**config.mk**
```make
export PLATFORM = sky130hd
export DESIGN_NAME = branch_predictor_btb
export DESIGN_NICKNAME = d
export VERILOG_FILES = /design/src/rtl/branch_predictor_btb.sv
export SDC_FILE = /design/constraint.sdc
export NUM_CORES = 2
export LEC_CHECK = 0
export CAP_MARGIN = 20
export CORE_ASPECT_RATIO = 1.1
export CORE_MARGIN = 3
export CORE_UTILIZATION = 33
export DETAILED_ROUTE_END_ITERATION = 6
export PLACE_DENSITY = 0.46
export SLEW_MARGIN = 20
export SYNTH_ARGS = -nofsm -noshare
export SYNTH_HDL_FRONTEND = slang
export SYNTH_SLANG_ARGS = --single-unit
```
**constraint.sdc**
```tcl
create_clock -name clk -period 13.5 [get_ports clk]
set_input_delay 3.375 -clock clk [delete_from_list [all_inputs] [get_ports clk]]
set_output_delay 3.375 -clock clk [all_outputs]
set_load 0.01 [all_outputs]
```
**src/rtl/branch_predictor_btb.sv**
```systemverilog
// Direct-mapped branch target buffer with per-entry saturating direction counters.
// Predicts in the fetch stage, trains from memory-stage resolution, and reports mispredicts.
module branch_predictor_btb #(
    parameter int DATA_WIDTH = 32,
    parameter int ENTRIES    = 16,
    parameter int CTR_WIDTH  = 2,
    parameter int MODE       = 1,
    parameter int CNT_WIDTH  = 16
) (
    input  logic                  clk,
    input  logic                  rst,
    input  logic [DATA_WIDTH-1:0] F_PC,
    output logic                  F_PredTaken,
    output logic [DATA_WIDTH-1:0] F_PredTarget,
    input  logic                  M_Update,
    input  logic [DATA_WIDTH-1:0] M_PC,
    input  logic                  M_IsJump,
    input  logic                  M_Taken,
    input  logic [DATA_WIDTH-1:0] M_Target,
    input  logic                  M_PredTaken,
    input  logic [DATA_WIDTH-1:0] M_PredTarget,
    input  logic                  Inv,
    output logic                  M_Mispredict,
    output logic [DATA_WIDTH-1:0] M_RedirectPC,
    output logic [CNT_WIDTH-1:0]  BranchCount,
    output logic [CNT_WIDTH-1:0]  MispredCount
);

    localparam int IDX       = $clog2(ENTRIES);
    localparam int TAG_WIDTH = DATA_WIDTH - IDX - 2;

    localparam logic [CTR_WIDTH-1:0]  CTR_MAX     = '1;
    localparam logic [CTR_WIDTH-1:0]  CTR_WEAK_T  = CTR_WIDTH'(1 << (CTR_WIDTH - 1));
    localparam logic [CTR_WIDTH-1:0]  CTR_WEAK_NT = CTR_WIDTH'((1 << (CTR_WIDTH - 1)) - 1);
    localparam logic [CNT_WIDTH-1:0]  CNT_MAX     = '1;
    localparam logic [DATA_WIDTH-1:0] PC_STEP     = DATA_WIDTH'(4);

    logic                  valid   [ENTRIES];
    logic [TAG_WIDTH-1:0]  tags    [ENTRIES];
    logic [DATA_WIDTH-1:0] targets [ENTRIES];
    logic                  jumps   [ENTRIES];
    logic [CTR_WIDTH-1:0]  ctrs    [ENTRIES];

    logic [IDX-1:0]        f_idx;
    logic [TAG_WIDTH-1:0]  f_tag;
    logic                  f_hit;
    logic                  f_dir_taken;

    logic [IDX-1:0]        m_idx;
    logic [TAG_WIDTH-1:0]  m_tag;
    logic                  m_hit;
    logic                  m_target_wrong;
    logic [CTR_WIDTH-1:0]  m_ctr_next;

    // Instructions are word aligned, so the low PC bits carry no information here.
    logic unused_pc_bits;
    assign unused_pc_bits = ^{F_PC[1:0], M_PC[1:0]};

    assign f_idx       = F_PC[IDX+1:2];
    assign f_tag       = F_PC[DATA_WIDTH-1:IDX+2];
    assign f_hit       = valid[f_idx] && (tags[f_idx] == f_tag);
    assign f_dir_taken = (MODE == 1) && ctrs[f_idx][CTR_WIDTH-1];

    assign F_PredTaken  = f_hit && (jumps[f_idx] || f_dir_taken);
    assign F_PredTarget = F_PredTaken ? targets[f_idx] : F_PC + PC_STEP;

    assign m_idx = M_PC[IDX+1:2];
    assign m_tag = M_PC[DATA_WIDTH-1:IDX+2];
    assign m_hit = valid[m_idx] && (tags[m_idx] == m_tag);

    assign m_target_wrong = M_Taken && M_PredTaken && (M_Target != M_PredTarget);
    assign M_Mispredict   = M_Update && ((M_Taken != M_PredTaken) || m_target_wrong);
    assign M_RedirectPC   = !M_Update ? '0 : (M_Taken ? M_Target : M_PC + PC_STEP);

    always_comb begin
        m_ctr_next = ctrs[m_idx];
        if (M_Taken && (ctrs[m_idx] != CTR_MAX)) begin
            m_ctr_next = ctrs[m_idx] + CTR_WIDTH'(1);
        end else if (!M_Taken && (ctrs[m_idx] != '0)) begin
            m_ctr_next = ctrs[m_idx] - CTR_WIDTH'(1);
        end
    end

    // Invalidation takes priority over any same-cycle training or allocation.
    always_ff @(posedge clk or negedge rst) begin
        if (!rst) begin
            for (int i = 0; i < ENTRIES; i++) begin
                valid[i]   <= 1'b0;
                tags[i]    <= '0;
                targets[i] <= '0;
                jumps[i]   <= 1'b0;
                ctrs[i]    <= CTR_WEAK_NT;
            end
        end else if (Inv) begin
            for (int i = 0; i < ENTRIES; i++) begin
                valid[i] <= 1'b0;
            end
        end else if (M_Update) begin
            if (m_hit) begin
                if (M_Taken) begin
                    targets[m_idx] <= M_Target;
                end
                jumps[m_idx] <= M_IsJump;
                ctrs[m_idx]  <= m_ctr_next;
            end else if (M_Taken) begin
                valid[m_idx]   <= 1'b1;
                tags[m_idx]    <= m_tag;
                targets[m_idx] <= M_Target;
                jumps[m_idx]   <= M_IsJump;
                ctrs[m_idx]    <= CTR_WEAK_T;
            end
        end
    end

    always_ff @(posedge clk or negedge rst) begin
        if (!rst) begin
            BranchCount  <= '0;
            MispredCount <= '0;
        end else begin
            if (M_Update && (BranchCount != CNT_MAX)) begin
                BranchCount <= BranchCount + CNT_WIDTH'(1);
            end
            if (M_Mispredict && (MispredCount != CNT_MAX)) begin
                MispredCount <= MispredCount + CNT_WIDTH'(1);
            end
        end
    end

endmodule

```
# Word-level counts from Yosys, hierarchy flattened

Cells that the tools add are included.

Add/subtract/negate cells: 6
$lt $le $gt $ge: 3
Equal/unequal tests: 8
Muxes and demuxes: 49
Bitwise operators: 8
Reduce and logical (&&, ||, !) cells: 22

Operators by type and width:

| operator                                                        | count |
|---|---|
| 512-bit bitwise mux                                             | 1 |
| 416-bit bitwise mux                                             | 1 |
| 32-bit 2-to-1 mux                                               | 8 |
| 26-bit binary-select mux with 4-bit select                      | 2 |
| 26-bit 2-to-1 mux                                               | 5 |
| 32-bit binary-select mux with 4-bit select                      | 1 |
| 32-bit demux with 4-bit select                                  | 1 |
| 26-bit demux with 4-bit select                                  | 1 |
| 16-bit 2-to-1 mux                                               | 6 |
| 32-bit by 3-bit adder with 32-bit output, second input constant | 2 |
| 26-bit equality test                                            | 2 |
| 16-bit by 1-bit adder with 16-bit output, second input constant | 2 |
| 32-bit bitwise mux                                              | 1 |
| 16-bit inequality test, second input constant                   | 2 |
| 32-bit inequality test                                          | 1 |
| 16-bit bitwise OR                                               | 2 |
| 16-bit bitwise AND                                              | 1 |
| 2-bit binary-select mux with 4-bit select                       | 2 |
| 16-bit bitwise mux                                              | 1 |
| 16-bit NOT                                                      | 1 |
| 2-bit 2-to-1 mux                                                | 7 |
| 1-bit binary-select mux with 4-bit select                       | 3 |
| 1-bit logical AND                                               | 11 |
| 5-bit >= comparator, second input constant                      | 2 |
| 15 further kinds                                                | 30 |

Register bits after elaboration: 1,024
Input port bits: 135
Output and inout bits: 98
Logic and storage cells: 178

# Longest topological paths before layout

Word-level depth: 10
Mapped depth: 19
Depth with buffers taken out: 10

# Worst setup path after synthesis

OpenSTA, ideal clock, no wires.

Kind: in2out
From: input port F_PC[2]
To: output port F_PredTarget[22]
Arrival time: 6.769 ns
Data required time: 10.125 ns
Setup slack: 3.356 ns
Stages on the path: 9
Buffers on the path: 6
Path through: buf_2 buf_2 clkbuf_1 clkbuf_1 buf_2 buf_1 mux4_2 mux4_2 mux2_2

Longest elaborated chain between the ends: 8
Elaborated cells on any way between the ends: 22
Classes of those cells: 1 x add/sub; 1 x eq/ne; 16 x mux; 1 x bitwise; 3 x reduce/logical

Ends and longest elaborated chain:

| what                                                 | line | RTL |
|---|---|---|
| start: declaration                                   | 12   | `input logic [DATA_WIDTH-1:0] F_PC,` |
| 4-bit NOT with 5-bit output (implied by the code)    | --   |  |
| 26-bit binary-select mux with 4-bit select           | 61   | `assign f_hit = valid[f_idx] && (tags[f_idx] == f_tag);` |
| 26-bit 2-to-1 mux (implied by the code) (2 in a row) | 61   |  |
| 26-bit equality test                                 | 61   |  |
| 1-bit logical AND                                    | 61   |  |
| 1-bit logical AND                                    | 64   | `assign F_PredTaken = f_hit && (jumps[f_idx] \|\| f_dir_taken);` |
| 32-bit 2-to-1 mux *                                  | 65   | `assign F_PredTarget = F_PredTaken ? targets[f_idx] : F_PC + PC_STEP;` |
| end: declaration                                     | 14   | `output logic [DATA_WIDTH-1:0] F_PredTarget,` |

Mark *: on every way between the ends. The rest lies on a longest branch, timed or not. The select of a mux whose other input is x is not followed.

# Worst setup path in the final report

From: input port F_PC[2]
To: output port F_PredTarget[16]

Same word-level chain as after synthesis.

==> impl_metrics.csv <==
group,metric,value,unit
clock_tree,post_cts_resize_count,0,
synth,synth_edf_count,0,
synth,synth.most_common_cell,"dfrtp_1",
synth,synth_cell_types,75,
placement,hpwl,120000,µm
timing,worstMarginPinSlew,1070,ps
timing,slew_headroom,0.283,
clock_tree,clock_latency,780,ps
clock_tree,cts_made_buffers,119,
synth,synth-compound-area-share,0.0416,
setup_path,crit_path_cell_trace,"buf_8 > buf_4 > mux4_2 > mux4_2 > xor2_1 > nor4_1 > nand4_1 > buf_4 > mux2_2 > clkdlybuf4s50_1",
routing,dr.max_layer_used,"met5",
setup_path,path_buf_inv,4,
routing,met2_length,89000,µm
synth,synth_xor_area_frac,0.0271,
floorplan,rows,154,
placement,io_buffers,232,
routing,finalWirelength,195000,µm
floorplan,pin_count,233,
routing,drc_errors,0,
clock_tree,cts_hold_buf,0,
global_route,grt_max_degree,150,
clock_tree,cts_sinks,1024,
final_layout,drive_gt1_frac,0.437,
synth,netlist_area,53700,µm²
timing,setup_slack,2100,ps
setup_path,crit_type,"in -> out",
timing,clock_skew,82.9,ps
setup_path,critPathMaxFanout,55,
timing,slew_violations,0,
global_route,antenna_found_initial,18,
final_layout,finalNetCount,4013,
flow_run,cap_violations,0,
global_route,grtUsageTotal,0.230,
timing,fmax,87.7,MHz
synth,synthMuxAreaShare,0.376,
floorplan,die_w,391,µm
routing,antenna_left,0,
routing,via_per_inst,5.68,
synth,yosys.area_share.simple,0.0400,
timing,finalHoldViolations,0,
clock_tree,clkSlewWorstSetupHoldPaths,60,ps
clock_tree,clk_path_buf_depth,3,
synth,synth.ff_latch_count,1024,
routing,wl_met3,10500,µm
final_layout,syn2layout_area_growth,15.8,%
synth,synth_common_cells,"dfrtp_1, mux2_2, mux4_2",
outcome,status,"finished clean",
global_route,grt_pass1_wl,279000,µm
synth,synth_top_area_frac,0.469,
pwr,peakVddDrop,102,µV
setup_path,ff2ff_setup_slack,8180,ps
timing,setup_viol,0,
setup_path,worstSetupStartpointType,"input port",
routing,wl_met1,90000,µm
timing,rsz0062_at_grt,"false",
synth,ys.flop_type,"dfrtp_1",
floorplan,start_util,0.334,
placement,gp_congestion,0.818,
clock_tree,cts_setup_buffers,0,
routing,wire_per_inst,32.0,µm
clock_tree,cts_tree,"yes",
synth,yosysWarnings,0,
routing,drt-initial-drc-count,2427,
clock_tree,htreeDepth,3,
synth,syn_area_per_cell,14.3,µm²
synth,synth_top_family_by_area,"multiplexers",
setup_path,cpMaxStageDelayCell,"buf_4",
hold_path,hold_class,"reg -> reg",
setup_path,arrival,8030,ps
routing,num_vias,34527,
setup_path,crit_family,"buffers and inverters",
setup_path,critPathCaptureType,"output pin",
pwr,p_leak,0.0275,µW
synth,synth_adder_area_share,0.00233,
setup_path,crit_required,10120,ps
pwr,power_density,138,nW/µm²
synth,ys_seq_area_frac,0.477,
synth,synthCells,3763,
setup_path,critPathMaxStageDelay,780,ps
final_layout,utilization,0.387,
timing,tns,0,ps
synth,netlist.top_cell.by_area,"dfrtp_1",
synth,async_flop_share,1.00,
global_route,grt_pass1_vias,35803,
synth,synth_nets,3908,
floorplan,core,161000,µm²
floorplan,die-area,168000,µm²
timing,period_needed,11400,ps
clock_tree,cts_root_buffer,"clkbuf_16",
floorplan,die_h,429,µm
routing,first_pass_iters,5,
placement,place_ws,2030,ps
synth,synth_area_leaders,"dfrtp_1, mux2_2, mux4_2",
global_route,overflow,0,
timing,period_share,0.845,
[registers in the layout (all words and copies together), names as in the netlist]
register and count:
targets 512, BranchCount 16, ctrs 32, tags 416
valid 16, jumps 16, MispredCount 16
[per-layer routing]
metal | GRT usage | up-vias
li1 | - | 14367
met1 | 0.337 | 18910
met2 | 0.357 | 1001
met3 | 0.0337 | 247
met4 | 0.0624 | 2
met5 | 0 | -
[worst register-to-register path, cell delays in order (launching register included)]
cell	delay (ps)
dfrtp_1	400
mux4_1	560
mux4_2	540
xor2_1	190
nor4_1	580
nand3b_1	280
a2111oi_4	360
buf_4	270
buf_4	770
and2_2	980
a31o_2	280
[kinds of logic after synthesis]
kind of cell               after synthesis
AOI/OAI and AO/OA                      295
DFF                                   1024
muxes                                 1437
buffers and inverters                  405
xor gates and xnor gates               166
adders and majority gates               10
and+or+nand+nor                        426
[where the power goes]
part / leakage (µW) / total, µW / internal (µW) / switching [µW]
clock: 0.00205 / 3400 / 1990 / 1410
combinational: 0.0119 / 1420 / 770 / 650
sequential: 0.0135 / 3740 / 3480 / 262
[metrics by stage]
stage	hold WS [ps]	std cells	power (µW)	cell area, µm²
2_1_floorplan	452	3763	4640	53700
3_3_place_gp	465	5853	5200	58100
3_5_place_dp	469	5853	5220	58100
4_1_cts	478	6077	8660	62200
5_1_grt	497	6078	8930	62200
6_report	477	6083	8560	62200
[cell usage in the layout, fill, tap and decap left out, types with 13 or more instances in the layout]
| cell type | Yosys | layout |
|---|---|---|
| nand2_1 | 130 | 125 |
| inv_1 | 33 | 32 |
| nand2_4 | 0 | 13 |
| xor2_1 | 86 | 86 |
| mux2_2 | 964 | 964 |
| dfstp_2 | 16 | 16 |
| nor3_1 | 13 | 13 |
| a22oi_1 | 16 | 16 |
| clkdlybuf4s50_1 | 0 | 221 |
| a311oi_1 | 15 | 15 |
| and3_1 | 35 | 35 |
| a211oi_1 | 17 | 16 |
| o211ai_1 | 13 | 13 |
| mux2i_1 | 102 | 102 |
| a21oi_1 | 25 | 25 |
| a41o_1 | 15 | 15 |
| buf_4 | 16 | 117 |
| a31o_2 | 23 | 23 |
| nand4_1 | 25 | 25 |
| and2_1 | 36 | 35 |
| clkbuf_16 | 0 | 119 |
| o21ai_0 | 47 | 47 |
| nor4_1 | 15 | 15 |
| nor2b_1 | 27 | 26 |
| a21oi_4 | 10 | 16 |
| clkinv_2 | 0 | 28 |
| clkbuf_8 | 0 | 32 |
| nand3_1 | 58 | 58 |
| o22ai_1 | 26 | 26 |
| nor2_1 | 52 | 49 |
| dfrtp_1 | 1008 | 1008 |
| mux4_2 | 353 | 353 |
| xnor2_1 | 80 | 80 |
| clkbuf_1 | 218 | 25 |
| a31oi_1 | 29 | 29 |
[final timing paths]
check                           cells after the start               endpoint                  start
worst max register to register                     10   ctrs[22]$_DFFE_PN1P_  tags[378]$_DFFE_PN0P_
min in group asynchronous                           1  tags[111]$_DFFE_PN0P_                    rst
worst max-delay path                               10       F_PredTarget[16]                F_PC[2]
worst min register to register                      2    ctrs[6]$_DFFE_PN1P_    ctrs[6]$_DFFE_PN1P_
max in group asynchronous                           3  tags[276]$_DFFE_PN0P_                    rst
worst min-delay path                                2    ctrs[6]$_DFFE_PN1P_    ctrs[6]$_DFFE_PN1P_
[final cells by class]
class                   instances  area (µm²)
diodes                          6        15.0
fillers                     15221       98600
well taps                    2106        2640
clock buffers                 175        3500
inverters                      36         135
repair buffers                353        3310
flip-flops and latches       1024       25600
multi-input cells            2334       26300
clock inverters                49         668
No activity file was read; power rests on OpenSTA's default activity.
